==> config.mk <==
export PLATFORM = sky130hd
export DESIGN_NAME = multicycle_control_flat
export DESIGN_NICKNAME = d
export VERILOG_FILES = /design/src/rtl/multicycle_control_if.sv /design/src/rtl/multicycle_control.sv /design/src/flat_wrapper.sv
export SDC_FILE = /design/constraint.sdc
export NUM_CORES = 1
export LEC_CHECK = 0
export CAP_MARGIN = 20
export CORE_AREA = 5 5 88 99
export CTS_BUF_LIST = sky130_fd_sc_hd__clkbuf_2
export CTS_CLUSTER_SIZE = 16
export DETAILED_ROUTE_END_ITERATION = 8
export DIE_AREA = 0 0 93 104
export SYNTH_ARGS = -nofsm -noshare
export SYNTH_HDL_FRONTEND = slang
export SYNTH_SLANG_ARGS = --single-unit
export TNS_END_PERCENT = 100
==> constraint.sdc <==
create_clock -name clk -period 2.7 [get_ports clk]
set_input_delay 0.81 -clock clk [delete_from_list [all_inputs] [get_ports clk]]
set_output_delay 0.81 -clock clk [all_outputs]
set_load 0.03 [all_outputs]
==> src/rtl/multicycle_control_if.sv <==
// Memory request/ready handshake between the control FSM and unified memory.
interface multicycle_control_if;
  logic mem_read;
  logic mem_write;
  logic i_or_d;
  logic mem_ready;

  modport master (
    output mem_read,
    output mem_write,
    output i_or_d,
    input  mem_ready
  );

  modport slave (
    input  mem_read,
    input  mem_write,
    input  i_or_d,
    output mem_ready
  );
endinterface

==> src/rtl/multicycle_control.sv <==
// Multi-cycle RV32I main control FSM: sequences fetch, decode, execute,
// memory and write-back over the shared datapath, with bus-timeout halt.
module multicycle_control #(
  parameter int TIMEOUT = 16,
  parameter int CNT_W   = 32
) (
  input  logic             clk,
  input  logic             rst_n,
  input  logic [6:0]       opcode,
  input  logic [2:0]       funct3,
  input  logic             zero,
  multicycle_control_if.master mem,
  output logic             pc_write,
  output logic             ir_write,
  output logic             reg_write,
  output logic             mem_to_reg,
  output logic [1:0]       alu_src_a,
  output logic [1:0]       alu_src_b,
  output logic [1:0]       alu_op,
  output logic             pc_source,
  output logic             halted,
  output logic [1:0]       cause,
  output logic [CNT_W-1:0] instret,
  output logic [3:0]       state
);

  typedef enum logic [3:0] {
    S_FETCH    = 4'd0,
    S_DECODE   = 4'd1,
    S_MEM_ADDR = 4'd2,
    S_MEM_RD   = 4'd3,
    S_MEM_WB   = 4'd4,
    S_MEM_WR   = 4'd5,
    S_EXEC_R   = 4'd6,
    S_EXEC_I   = 4'd7,
    S_ALU_WB   = 4'd8,
    S_BRANCH   = 4'd9,
    S_HALT     = 4'd10
  } state_e;

  localparam logic [6:0] OP_LOAD  = 7'b0000011;
  localparam logic [6:0] OP_STORE = 7'b0100011;
  localparam logic [6:0] OP_R     = 7'b0110011;
  localparam logic [6:0] OP_I     = 7'b0010011;
  localparam logic [6:0] OP_BR    = 7'b1100011;

  localparam logic [1:0] C_NONE    = 2'b00;
  localparam logic [1:0] C_ILLEGAL = 2'b01;
  localparam logic [1:0] C_TIMEOUT = 2'b10;

  localparam logic [7:0] WLIM = 8'(TIMEOUT - 1);

  state_e           state_q, state_d;
  logic [7:0]       wait_q, wait_d;
  logic [1:0]       cause_q, cause_d;
  logic [CNT_W-1:0] cnt_q, cnt_d;

  logic pcw_c, irw_c, mr_c, mw_c, rw_c;
  logic iord_c, retire;
  logic waiting, expired;
  logic is_mem, is_r, is_i, is_br;

  assign is_mem = (opcode == OP_LOAD) ||
                  (opcode == OP_STORE);
  assign is_r   = (opcode == OP_R);
  assign is_i   = (opcode == OP_I);
  assign is_br  = (opcode == OP_BR) &&
                  (funct3[2:1] == 2'b00);

  assign waiting = ((state_q == S_FETCH) ||
                    (state_q == S_MEM_RD) ||
                    (state_q == S_MEM_WR)) &&
                   !mem.mem_ready;
  assign expired = waiting && (wait_q >= WLIM);

  always_ff @(posedge clk) begin
    if (!rst_n) begin
      state_q <= S_FETCH;
      wait_q  <= '0;
      cause_q <= C_NONE;
      cnt_q   <= '0;
    end else begin
      state_q <= state_d;
      wait_q  <= wait_d;
      cause_q <= cause_d;
      cnt_q   <= cnt_d;
    end
  end

  always_comb begin
    state_d    = state_q;
    cause_d    = cause_q;
    retire     = 1'b0;
    pcw_c      = 1'b0;
    irw_c      = 1'b0;
    mr_c       = 1'b0;
    mw_c       = 1'b0;
    rw_c       = 1'b0;
    iord_c     = 1'b0;
    mem_to_reg = 1'b0;
    alu_src_a  = 2'b00;
    alu_src_b  = 2'b00;
    alu_op     = 2'b00;
    pc_source  = 1'b0;
    unique case (state_q)
      S_FETCH: begin
        mr_c      = 1'b1;
        alu_src_b = 2'b01;
        if (mem.mem_ready) begin
          irw_c   = 1'b1;
          pcw_c   = 1'b1;
          state_d = S_DECODE;
        end else if (expired) begin
          state_d = S_HALT;
          cause_d = C_TIMEOUT;
        end
      end
      S_DECODE: begin
        alu_src_a = 2'b10;
        alu_src_b = 2'b10;
        unique case (1'b1)
          is_mem:  state_d = S_MEM_ADDR;
          is_r:    state_d = S_EXEC_R;
          is_i:    state_d = S_EXEC_I;
          is_br:   state_d = S_BRANCH;
          default: begin
            state_d = S_HALT;
            cause_d = C_ILLEGAL;
          end
        endcase
      end
      S_MEM_ADDR: begin
        alu_src_a = 2'b01;
        alu_src_b = 2'b10;
        state_d   = opcode[5] ? S_MEM_WR : S_MEM_RD;
      end
      S_MEM_RD: begin
        mr_c   = 1'b1;
        iord_c = 1'b1;
        if (mem.mem_ready) begin
          state_d = S_MEM_WB;
        end else if (expired) begin
          state_d = S_HALT;
          cause_d = C_TIMEOUT;
        end
      end
      S_MEM_WB: begin
        rw_c       = 1'b1;
        mem_to_reg = 1'b1;
        retire     = 1'b1;
        state_d    = S_FETCH;
      end
      S_MEM_WR: begin
        mw_c   = 1'b1;
        iord_c = 1'b1;
        if (mem.mem_ready) begin
          retire  = 1'b1;
          state_d = S_FETCH;
        end else if (expired) begin
          state_d = S_HALT;
          cause_d = C_TIMEOUT;
        end
      end
      S_EXEC_R: begin
        alu_src_a = 2'b01;
        alu_op    = 2'b10;
        state_d   = S_ALU_WB;
      end
      S_EXEC_I: begin
        alu_src_a = 2'b01;
        alu_src_b = 2'b10;
        alu_op    = 2'b11;
        state_d   = S_ALU_WB;
      end
      S_ALU_WB: begin
        rw_c    = 1'b1;
        retire  = 1'b1;
        state_d = S_FETCH;
      end
      S_BRANCH: begin
        alu_src_a = 2'b01;
        alu_op    = 2'b01;
        pc_source = 1'b1;
        pcw_c     = ((funct3 == 3'b000) && zero) ||
                    ((funct3 == 3'b001) && !zero);
        retire    = 1'b1;
        state_d   = S_FETCH;
      end
      S_HALT: begin
        state_d = S_HALT;
      end
      default: begin
        state_d = S_HALT;
        cause_d = C_ILLEGAL;
      end
    endcase
  end

  // Counter tracks consecutive waits within one state only.
  always_comb begin
    wait_d = wait_q;
    if (state_d != state_q)
      wait_d = '0;
    else if (waiting)
      wait_d = wait_q + 8'd1;
  end

  always_comb begin
    cnt_d = cnt_q;
    if (retire)
      cnt_d = cnt_q + CNT_W'(1);
  end

  assign pc_write      = pcw_c & rst_n;
  assign ir_write      = irw_c & rst_n;
  assign mem.mem_read  = mr_c & rst_n;
  assign mem.mem_write = mw_c & rst_n;
  assign reg_write     = rw_c & rst_n;
  assign mem.i_or_d    = iord_c;

  assign halted  = (state_q == S_HALT);
  assign cause   = cause_q;
  assign instret = cnt_q;
  assign state   = state_q;

endmodule

==> src/flat_wrapper.sv <==
// flat-port wrapper written by rule: the top's interface ports become plain ports
module multicycle_control_flat 
#(
  parameter int TIMEOUT = 16,
  parameter int CNT_W   = 32
)
  (clk, rst_n, opcode, funct3, zero, pc_write, ir_write, reg_write, mem_to_reg, alu_src_a, alu_src_b, alu_op, pc_source, halted, cause, instret, state, mem_mem_read, mem_mem_write, mem_i_or_d, mem_mem_ready);
  multicycle_control_if mem_i ();
  input  logic clk;
  input  logic rst_n;
  input  logic [6:0] opcode;
  input  logic [2:0] funct3;
  input  logic zero;
  output logic pc_write;
  output logic ir_write;
  output logic reg_write;
  output logic mem_to_reg;
  output logic [1:0] alu_src_a;
  output logic [1:0] alu_src_b;
  output logic [1:0] alu_op;
  output logic pc_source;
  output logic halted;
  output logic [1:0] cause;
  output logic [CNT_W-1:0] instret;
  output logic [3:0] state;
  output wire logic [$bits(mem_i.mem_read)-1:0] mem_mem_read;
  output wire logic [$bits(mem_i.mem_write)-1:0] mem_mem_write;
  output wire logic [$bits(mem_i.i_or_d)-1:0] mem_i_or_d;
  input wire logic [$bits(mem_i.mem_ready)-1:0] mem_mem_ready;
  assign mem_mem_read = mem_i.mem_read;
  assign mem_mem_write = mem_i.mem_write;
  assign mem_i_or_d = mem_i.i_or_d;
  assign mem_i.mem_ready = mem_mem_ready;
  multicycle_control #(.TIMEOUT(TIMEOUT), .CNT_W(CNT_W)) u_core (.clk(clk), .rst_n(rst_n), .opcode(opcode), .funct3(funct3), .zero(zero), .mem(mem_i), .pc_write(pc_write), .ir_write(ir_write), .reg_write(reg_write), .mem_to_reg(mem_to_reg), .alu_src_a(alu_src_a), .alu_src_b(alu_src_b), .alu_op(alu_op), .pc_source(pc_source), .halted(halted), .cause(cause), .instret(instret), .state(state));
endmodule
# Word level (Yosys, flattened, before mapping)
# Cells that the tools add are included.
# classes
add_sub_neg	2
n_mul	0
div	0
magnitude_cmp	1
eq_ne	20
shift	0
n_mux	24
bitwise	7
n_reduce_logical	26
# ops
cell	n
32-bit by 1-bit adder with 32-bit output (second input constant)	1
4-bit one-hot mux with 7 select lines	1
4-bit by 3-bit == test with 1-bit output (second input constant)	4
4-bit two-way mux	4
4-bit one-hot mux with 4 select lines	1
7-bit by 6-bit == test with 1-bit output (second input constant)	2
4-bit == test (second input constant)	3
2-bit one-hot mux with 3 select lines	2
2-bit OR reduction	5
3-bit OR reduction	3
8-bit by 1-bit adder with 8-bit output (second input constant)	1
4-bit by 2-bit == test with 1-bit output (second input constant)	2
8-bit by 4-bit >= comparator with 1-bit output (second input constant)	1
1-bit two-way mux	8
2-bit one-hot mux with 2 select lines	2
4-bit OR reduction	2
7-bit by 2-bit == test with 1-bit output (second input constant)	1
7-bit by 5-bit == test with 1-bit output (second input constant)	1
7-bit == test (second input constant)	1
7-bit OR reduction	1
2-bit two-way mux	3
1-bit AND	5
1-bit logical AND	5
4-bit by 1-bit == test with 1-bit output (second input constant)	1
other kinds (13)	20
# word_totals
reg_bits	46
latchBits	0
ramBits	0
mem_bits_ro	0
in_bits	14
out_inout_bits	53
n_memories	0

# Logic depth before layout (Yosys ltp)
# Gate-level depths: netlist of run 1.
# logic_depth
depth_word	10
depth_mapped	8

# Least setup slack after synthesis of run 1
# OpenSTA, ideal clock, no wires.
# synth_path
path_type	register -> output
from	register u_core.state_q[2] (netlist: u_core.state[2])
to	output reg_write
arrival_time_ns	2.693
required_time_ns	1.890
path_slack_ns	-0.803
stages_incl_launch_ff	5
cell_sequence	dfxtp_1 > buf_4 > clkbuf_1 > nand2_1 > a2111oi_0
# synth_via
elab_chain_len	4
elab_cells_between_ends	5
classes_between	eq/ne (2); mux (1); bitwise (1); reduce/logical (1)
# synth_rtl
item	line_no	text
start, declared	multicycle_control.sv:53	state_e state_q, state_d;
start signal, assigned	multicycle_control.sv:83	state_q <= state_d;
4-bit by 3-bit == test with 1-bit output or 4-bit == test (tied branches)	multicycle_control.sv:105	unique case (state_q)
2-bit OR reduction (no source line) (*)	--	
1-bit two-way mux (*)	multicycle_control.sv:105	
1-bit AND (*)	multicycle_control.sv:218	assign reg_write = rw_c & rst_n;
end, declared	flat_wrapper.sv:16	output logic reg_write;
# Every way passes the cells marked *; elsewhere a longest branch is shown, timed or not.

# Worst setup path after layout of run 1
# layout_path
from	input rst_n
to	output ir_write
# layout_via
elab_chain_len	1
# layout_rtl
item	line_no	text
start, declared	flat_wrapper.sv:10	input logic rst_n;
1-bit AND	multicycle_control.sv:215	assign ir_write = irw_c & rst_n;
end, declared	flat_wrapper.sv:15	output logic ir_write;
# Every way passes these cells.

==> results of run 1 <==
## Yosys cell counts (all sizes together), types with 9 or more instances
| cell type | number |
|---|---|
| o21ai | 16 |
| nand2b | 9 |
| or4 | 9 |
| clkbuf | 12 |
| nor2 | 29 |
| nand2 | 36 |
| nand3 | 12 |
| xnor2 | 13 |
| dfxtp | 46 |
| a21oi | 31 |
| nor3 | 17 |
| or3 | 13 |
## logic make-up after synthesis
logic type                 count (synthesis)  share of synthesized area (%)
buffers and inverters                     27                           4.21
DFF                                       46                           35.6
muxes                                      8                           3.19
and+or+nand+nor                          158                           32.3
AOI/OAI and AO/OA                         76                           18.3
xor gates and xnor gates                  16                           5.42
adders and majority gates                  2                          0.968
## per-stage QoR
step / power [uW] / instance area, sq um / TNS (ps) / setup WS [ps] / utilization (%)
2_1_floorplan: 1050 / 2600 / -29.3 / -29.3 / -
3_3_place_gp: 1270 / 3490 / -4100 / -266 / 45.6
3_5_place_dp: 1270 / 3490 / -4630 / -286 / 45.6
4_1_cts: 1590 / 3650 / -3.24 / -3.24 / 47.6
5_1_grt: 1680 / 3660 / -39.0 / -26.2 / 47.8
6_report: 1570 / 3660 / 0 / 34.5 / 47.8
## report_power, final
group	internal [uW]	switching (uW)	total [uW]	leakage [uW]
combinational	260	321	581	0.000915
clock	63.9	209	273	0.0000304
sequential	699	21.2	720	0.000374
## worst register-to-register path, cell delays in order, from the launching register on
cell      delay [ps]
dfxtp_4          400
buf_4            150
nand2b_2         250
a21boi_4         180
or4_1            660
buf_4            210
or3_1            340
a21oi_1          140
## flip-flops by register name, summed over array words and instances, names as in the netlist
name and flops:
u_core.cause 2, u_core.instret 32, u_core.state 4, u_core.wait_q 8
## per-layer routing
layer | vias to the layer above | GRT usage, %
met5 | - | 0
met2 | 55 | 25.7
met1 | 1280 | 20.4
met3 | 2 | 3.18
met4 | 0 | 3.25
li1 | 1409 | -
## repair_timing
action,4_1_cts,5_1_grt
hold buffers,0,0
buffers inserted,8,1
resized for setup,24,4
pin swaps,5,3
setup endpoints to repair,12,3
## worst max path at each step
stage | from | slack (ps) | cells past startpoint | to
detailed placement | mem_mem_ready | -290 | 7 | u_core.instret[16]
floorplan | u_core.state[2] | -30 | 4 | reg_write
global route | u_core.state[3] | -30 | 6 | pc_write
global placement | mem_mem_ready | -270 | 6 | u_core.instret[22]
finish | rst_n | 30 | 4 | ir_write
CTS | u_core.state[2] | -3 | 6 | pc_write
## final cells by class
cell class                      count  area [sq um]
Fill cell                         779          4000
Multi-Input combinational cell    260          1610
Sequential cell                    46           933
Timing Repair Buffer              105           931
Tap cell                           90           113
Inverter                            9          37.5
Clock buffer                        6          30.0
Clock inverter                      2          8.76
==> run metrics, run 1 <==
top-area cell type share of the netlist area=between 30 and 40%; Avg WL per Cell=~14 microns; Nets=443; DRT iter0 DRCs=about 110; synth unique cells=50; WP buf/inv=3; Worst path max stage delay=500 ps; total wire length=between 7000 and 8000 microns; Chip Height=around 100 microns; initial antenna violation count=0; CP Capture Type=primary output; largest area contributor in the netlist=dfxtp_1; Horiz. Die Dim=just over 90 microns; largest net degree at the start of global routing=33; Crit Reg-Reg Endpoint=u_core.instret[16]; metal3 WL=341 microns; Die Area=between 9000 and 10000 sq um; worst slew pin tran=roughly 540 ps; Post-DRT Antenna Nets=0; LEAKAGE=approximately 0.0013 uW; Num CTS Buffers=5; Hold Fails Final Rpt=0; core outline area=roughly 7700 sq um; Worst Hold Depth=2; clock root cell=clkbuf_2; register area share after synthesis=35.6%; FF-to-FF setup slack=roughly 340 ps; CTS Sinks=46; Syn Inst Count=between 300 and 400; metal1 wirelength=roughly 3300 microns; IO buf count=66; dpl hpwl=between 5000 and 6000 microns; Worst Setup Start Kind=input pin; Synth Flop Type=dfxtp_1; Critical-path top delay cell=clkdlybuf4s50_1; critical path data arrival time=between 1500 and 2000 ps; Worst Min Path Start=u_core.instret[31]; number of global-route vias before repair=between 2000 and 3000; Post-Syn Area=around 2600 sq um; Clk Latency, worst-skew pair=~390 ps; Max Cap Violations=0; FMAX=375 MHz; RSZ-0062 raised after global routing=true; global-route wire length before repair=between 10000 and 15000 microns; routability cong.=0.860; highest routed layer=met4; outcome=completed; Vias=around 2700; CP max FO=13; Final min period=between 2000 and 3000 ps; placed cells=roughly 500; IO Pins=67; RR Startpoint=u_core.state[2]; setup skew after layout=about 9.2 ps; hold path endpoint=u_core.instret[31]; Crit path max-delay family=buffers and inverters; CTS HTree Levels=2; final hold slack=between 400 and 500 ps; crit share post-route=between 90% and 100%; Cell Chain, Critical Path=clkdlybuf4s50_1, buf_4, and3_4, buf_6; EDFF count, synth=0; share of cells above drive strength 1=about a fifth; Layout area overhead=41.7%; register bit count reported by yosys=46; Mean Syn Cell Area=7.76 sq um; # diodes=0; routed wl met2=approximately 3600 microns; Pwr Density=430 nW/um^2; ys async rst share=0%; # setup viols final=0; via/cell ratio=about 5.3; drt pass-1 iters=4; gr ovfl total=0; starting density of the core=33.8%; kind of critical path=in -> out; min-delay worst type=reg -> reg; Total GRT Usage=15.4%; Clock Tree Buf Depth=2; syn_nets=~350; Critical Path RT=~1900 ps; commonest cells after routing, fill and taps aside=clkdlybuf4s50_1 (49), buf_4 (48), dfxtp_1 (42), nand2_1 (36), a21oi_1 (31); Finished Layout Cells=~520; Reg clk slew, reported paths=220 ps; r2r worst-path depth=7; leading cell type in the layout, fill and taps excluded=clkdlybuf4s50_1; drt drc=0; Synth Warn #=0; Final Slew Violations=0; Max IR drop VDD=around 210 uV; Area contributors post-synth=dfxtp_1 (36%), a21oi_1 (6.0%), nand2_1 (5.2%); row count=34; CTS tree=done; Worst slew margin=a little under two thirds
Power figures use the tool's default switching activity.
==> run 2: changes to the inputs <==
--- a/config.mk
+++ b/config.mk
@@ -6,11 +6,14 @@
 export NUM_CORES = 1
 export LEC_CHECK = 0
 export CAP_MARGIN = 20
-export CORE_AREA = 5 5 88 99
+export CELL_PAD_IN_SITES_DETAIL_PLACEMENT = 0
+export CELL_PAD_IN_SITES_GLOBAL_PLACEMENT = 1
+export CORE_AREA = 2 2 85 96
 export CTS_BUF_LIST = sky130_fd_sc_hd__clkbuf_2
 export CTS_CLUSTER_SIZE = 16
 export DETAILED_ROUTE_END_ITERATION = 8
-export DIE_AREA = 0 0 93 104
+export DIE_AREA = 0 0 87 98
+export PLACE_DENSITY_LB_ADDON = 0.08
 export SYNTH_ARGS = -nofsm -noshare
 export SYNTH_HDL_FRONTEND = slang
 export SYNTH_SLANG_ARGS = --single-unit
==> run metrics, run 2 (synthesis results as in run 1) <==
DRT iter0 DRCs=70 (was 105); Total GRT Usage=16.7% (was 15.4%); setup skew after layout=21.3 ps (was 9.22 ps); CP max FO=13 (unchanged); dpl hpwl=5300 microns (was 5450 microns); kind of critical path=in -> out (unchanged); Num CTS Buffers=5 (unchanged); largest net degree at the start of global routing=33 (unchanged); # diodes=0 (unchanged); Worst Setup Start Kind=input pin (unchanged); row count=34 (unchanged); post-place instance area=3510 sq um (was 3490 sq um); Horiz. Die Dim=87 microns (was 93 microns); global-route wire length before repair=11600 microns (was 12600 microns); max FFs per register=32 (unchanged); CTS Sinks=46 (unchanged); CTS HTree Levels=2 (unchanged); FMAX=376 MHz (was 375 MHz); drt pass-1 iters=4 (unchanged); gr ovfl total=0 (unchanged); via/cell ratio=5.17 (was 5.30); IO Pins=67 (unchanged); post-layout util=48.5% (was 47.8%); Die Area=8530 sq um (was 9670 sq um); Max IR drop VDD=187 uV (was 212 uV); total wire length=7080 microns (was 7290 microns); critical path data arrival time=1850 ps (was 1860 ps); Hold-fix buffers, CTS=0 (unchanged); Post-DRT Antenna Nets=0 (unchanged); number of global-route vias before repair=2507 (was 2665); Hold Fails Final Rpt=0 (unchanged); Layout area overhead=43.0% (was 41.7%); leading cell type in the layout, fill and taps excluded=clkdlybuf4s50_1 (unchanged); routability cong.=0.887 (was 0.860); share of cells above drive strength 1=19.3% (was 18.9%); drt drc=0 (unchanged); worst slew pin tran=467 ps (was 540 ps); IO buf count=66 (unchanged); CTS tree=done (unchanged); DP Worst Slack=-253 ps (was -286 ps); commonest cells after routing, fill and taps aside=clkdlybuf4s50_1 (51), buf_4 (47), dfxtp_1 (42), nand2_1 (36), a21oi_1 (31) (was clkdlybuf4s50_1 (49), buf_4 (48), dfxtp_1 (42), nand2_1 (36), a21oi_1 (31)); outcome=completed (unchanged); Nets=444 (was 443); Chip Height=98 microns (was 104 microns); Vias=2684 (was 2746); Reg clk slew, reported paths=220 ps (about the same); Pwr Density=459 nW/um^2 (was 430 nW/um^2); LEAKAGE=0.00133 uW (was 0.00132 uW); min-delay worst type=reg -> reg (unchanged); Worst slew margin=68.6% (was 63.5%); crit share post-route=98.5% (was 98.7%); Worst Hold Depth=2 (unchanged); core outline area=7610 sq um (was 7660 sq um); fill count=763 (was 779); RSZ-0062 raised after global routing=true (unchanged); CP Capture Type=primary output (unchanged); r2r worst-path depth=6 (was 7); # setup viols final=0 (unchanged); initial antenna violation count=0 (unchanged); Final Slew Violations=0 (unchanged); post-route setup slack=39.3 ps (was 34.5 ps); Clk Latency, worst-skew pair=410 ps (was 390 ps); Final min period=2660 ps (was 2670 ps); starting density of the core=33.9% (was 33.8%); Clock Tree Buf Depth=2 (unchanged); final instance area=3700 sq um (was 3660 sq um); Critical Path RT=1890 ps (about the same); Avg WL per Cell=13.6 microns (was 14.1 microns); Max Cap Violations=0 (unchanged); clock root cell=clkbuf_2 (unchanged)
[run 2: cell types whose count changed in the layout (fill, tap and decap cells not counted), moves of 2 or more]
cell,before,now
buf_6,3,6
clkdlybuf4s50_1,49,51
clkinv_2,2,0
dlygate4sd2_1,3,1
[run 2: cell type report]
| cell class | instances | area [sq um] | share of cell area, % |
|---|---|---|---|
| inverters | 9 | 38.8 | 1.05 |
| flip-flops and latches | 46 | 931 | 25.2 |
| repair buffers | 106 | 945 | 25.6 |
| clock inverters | 2 | 37.5 | 1.02 |
| well taps | 90 | 113 | 3.05 |
| clock buffers | 6 | 30.0 | 0.812 |
| multi-input cells | 260 | 1600 | 43.3 |
[run 2: worst paths after layout]
path	end	slack (ps)	from
setup / recovery	ir_write	40	rst_n
setup reg to reg	u_core.instret[24]	380	u_core.state[2]
hold / removal	u_core.instret[31]	500	u_core.instret[31]
hold reg to reg	u_core.instret[31]	500	u_core.instret[31]
[run 2: timing repair]
item / in CTS / in global routing
buffers inserted: 2 / 5
pin swaps: 0 / 4
resized for setup: 16 / 11
endpoints found under the setup margin: 9 / 8
endpoints found under the hold margin: 0 / 0
[run 2: stage by stage]
step	power, uW	cells	TNS (ps)	hold WS, ps
2_1_floorplan	1050	333	-29.3	466
3_3_place_gp	1280	504	-3470	452
3_5_place_dp	1280	504	-3840	462
4_1_cts	1690	514	-14.6	500
5_1_grt	1790	519	-118	539
6_report	1700	519	0	499
[run 2: routing by layer]
layer	share of wire [%]	global-route usage [%]	wire length, microns	vias to the layer above
li1	-	-	-	1400
met1	47	20.8	3330	1226
met2	48	28.9	3420	50
met3	3.3	3.04	237	8
met4	1.3	4.69	95	0
met5	0	0	0	-
[run 2: report_power, final]
part / leakage, uW / internal, uW / switching (uW) / total (uW)
combinational: 0.000920 / 268 / 325 / 593
clock: 0.0000392 / 160 / 228 / 388
sequential: 0.000373 / 699 / 17.7 / 717
total: 0.00133 / 1130 / 571 / 1700
[run 2: worst max-delay path: stages]
cell and delay, ps:
clkdlybuf4s50_1 540, buf_6 180, and3_1 190, buf_6 130
==> run 3: changes to the inputs <==
==> constraint.sdc (replaced) <==
create_clock -name clk -period 3.24 [get_ports clk]
set_input_delay 0.972 -clock clk [delete_from_list [all_inputs] [get_ports clk]]
set_output_delay 0.972 -clock clk [all_outputs]
set_load 0.03 [all_outputs]
==> run metrics, run 3 (synthesis results as in run 1) <==
metal3 WL=382 microns (was 237 microns); storage element area=925 sq um (was 931 sq um); Chip Height=98 microns (unchanged); CTS HTree Levels=2 (unchanged); placed cells=498 (was 504); Hold-fix buffers, CTS=0 (unchanged); routability cong.=0.821 (was 0.887); via/cell ratio=5.29 (was 5.17); Crit path max-delay family=buffers and inverters (unchanged); Horiz. Die Dim=87 microns (unchanged); starting density of the core=33.9% (unchanged); min-delay worst type=reg -> reg (unchanged); Max IR drop VDD=218 uV (was 187 uV); leading cell type in the layout, fill and taps excluded=clkdlybuf4s50_1 (unchanged); Finished Layout Cells=506 (was 519); Nets=431 (was 444); Post-DRT Antenna Nets=0 (unchanged); row count=34 (unchanged); DRT iter0 DRCs=77 (was 70); largest net degree at the start of global routing=26 (was 33); core outline area=7610 sq um (unchanged); drt pass-1 iters=4 (unchanged); Num CTS Buffers=5 (unchanged); # diodes=0 (unchanged); IO Pins=67 (unchanged); post-place instance area=3470 sq um (was 3510 sq um); Critical Path RT=2270 ps (was 1890 ps); Final Slew Violations=0 (unchanged); FMAX=roughly 330 MHz; fill count=786 (was 763); routed wl met2=3200 microns (was 3420 microns); setup skew after layout=31.8 ps (was 21.3 ps); Max Cap Violations=0 (unchanged); number of global-route vias before repair=2554 (was 2507); Vias=2678 (was 2684); outcome=completed (unchanged); initial antenna violation count=0 (unchanged); commonest cells after routing, fill and taps aside=clkdlybuf4s50_1 (57), dfxtp_1 (43), nand2_1 (36), buf_4 (34), a21oi_1 (31) (was clkdlybuf4s50_1 (51), buf_4 (47), dfxtp_1 (42), nand2_1 (36), a21oi_1 (31)); Avg WL per Cell=14.1 microns (was 13.6 microns); drt drc=0 (unchanged); # setup viols final=0 (unchanged); CP Capture Type=primary output (unchanged); RSZ-0062 raised after global routing=false (was true); crit share post-route=94.7%; worst slew pin tran=558 ps (was 467 ps); Cell Chain, Critical Path=clkdlybuf4s50_1, clkinv_1, nor3_1, buf_4 (was clkdlybuf4s50_1, buf_6, and3_1, buf_6); area occupied by multi-input gates=1560 sq um (was 1600 sq um); CTS Sinks=46 (unchanged); Worst path max stage delay=480 ps (was 540 ps); Hold Fails Final Rpt=0 (unchanged); share of cells above drive strength 1=12.5% (was 19.3%); critical path data arrival time=2100 ps (was 1850 ps); CP max FO=6 (was 13); Die Area=8530 sq um (unchanged); Critical-path top delay cell=clkdlybuf4s50_1 (unchanged); DP Worst Slack=78.1 ps (was -253 ps); Clock Tree Buf Depth=2 (unchanged); post-route setup slack=172 ps (was 39.3 ps); TNS Setup=0 ps (unchanged); Pwr Density=384 nW/um^2 (was 459 nW/um^2); gr ovfl total=0 (unchanged); Reg clk slew, reported paths=220 ps (about the same); kind of critical path=in -> out (unchanged); IO buf count=66 (unchanged); Total GRT Usage=17.3% (was 16.7%); Layout area overhead=37.3% (was 43.0%); clock root cell=clkbuf_2 (unchanged); total wire length=7130 microns (was 7080 microns); metal1 wirelength=3480 microns (was 3330 microns); dpl hpwl=5280 microns (was 5300 microns); post-layout util=46.6% (was 48.5%); LEAKAGE=0.00126 uW (was 0.00133 uW); Clk Latency, worst-skew pair=410 ps (about the same); WP buf/inv=3 (unchanged); Worst slew margin=62.6% (was 68.6%); Post-CTS Setup Bufs=0 (was 2); max FFs per register=32 (unchanged); global-route wire length before repair=12200 microns (was 11600 microns); Final min period=3070 ps; CTS tree=done (unchanged); final instance area=3550 sq um (was 3700 sq um); Worst Setup Start Kind=input pin (unchanged); highest routed layer=met4 (unchanged)
-- run 3: final timing paths --
check | slack [ps] | from | end | depth (start not counted)
setup reg to reg | 860 | u_core.state[0] | u_core.instret[26] | 7
hold / removal | 500 | u_core.cause[1] | u_core.cause[1] | 2
setup / recovery | 170 | rst_n | mem_mem_read | 4
hold reg to reg | 500 | u_core.cause[1] | u_core.cause[1] | 2
-- run 3: cell type report --
class                      instances  share of cell area [%]
inverter                           9                   0.952
multi-input combinational        260                    44.0
tap                               90                    3.17
clock inverter                     3                    1.23
sequential                        46                    26.1
clock buffer                       5                   0.705
timing repair buffer              93                    23.9
-- run 3: repair_timing --
action / 4_1_cts / 5_1_grt
endpoints found under the setup margin: 1 / 7
hold endpoints to repair: 0 / 0
resized for setup: 1 / 4
-- run 3: routing by layer --
metal  vias up  track usage, %
met5         -               0
met2        74            25.7
li1       1375               -
met3         6            3.47
met1      1223            25.7
met4         0            3.85
-- run 3: where the power goes --
part	internal (uW)	switching, uW	total (uW)
Sequential	583	21.7	604
Combinational	187	251	438
Clock	132	187	319
-- run 3: metrics by stage --
stage,power (uW),hold WS (ps)
2_1_floorplan,869,466
3_3_place_gp,1060,465
3_5_place_dp,1050,470
4_1_cts,1380,507
5_1_grt,1440,536
6_report,1360,503
-- run 3: tightest hold or removal path: stages, from the launching register on --
cell and delay, ps:
dfxtp_1 370, o221ai_1 60, a21oi_1 60
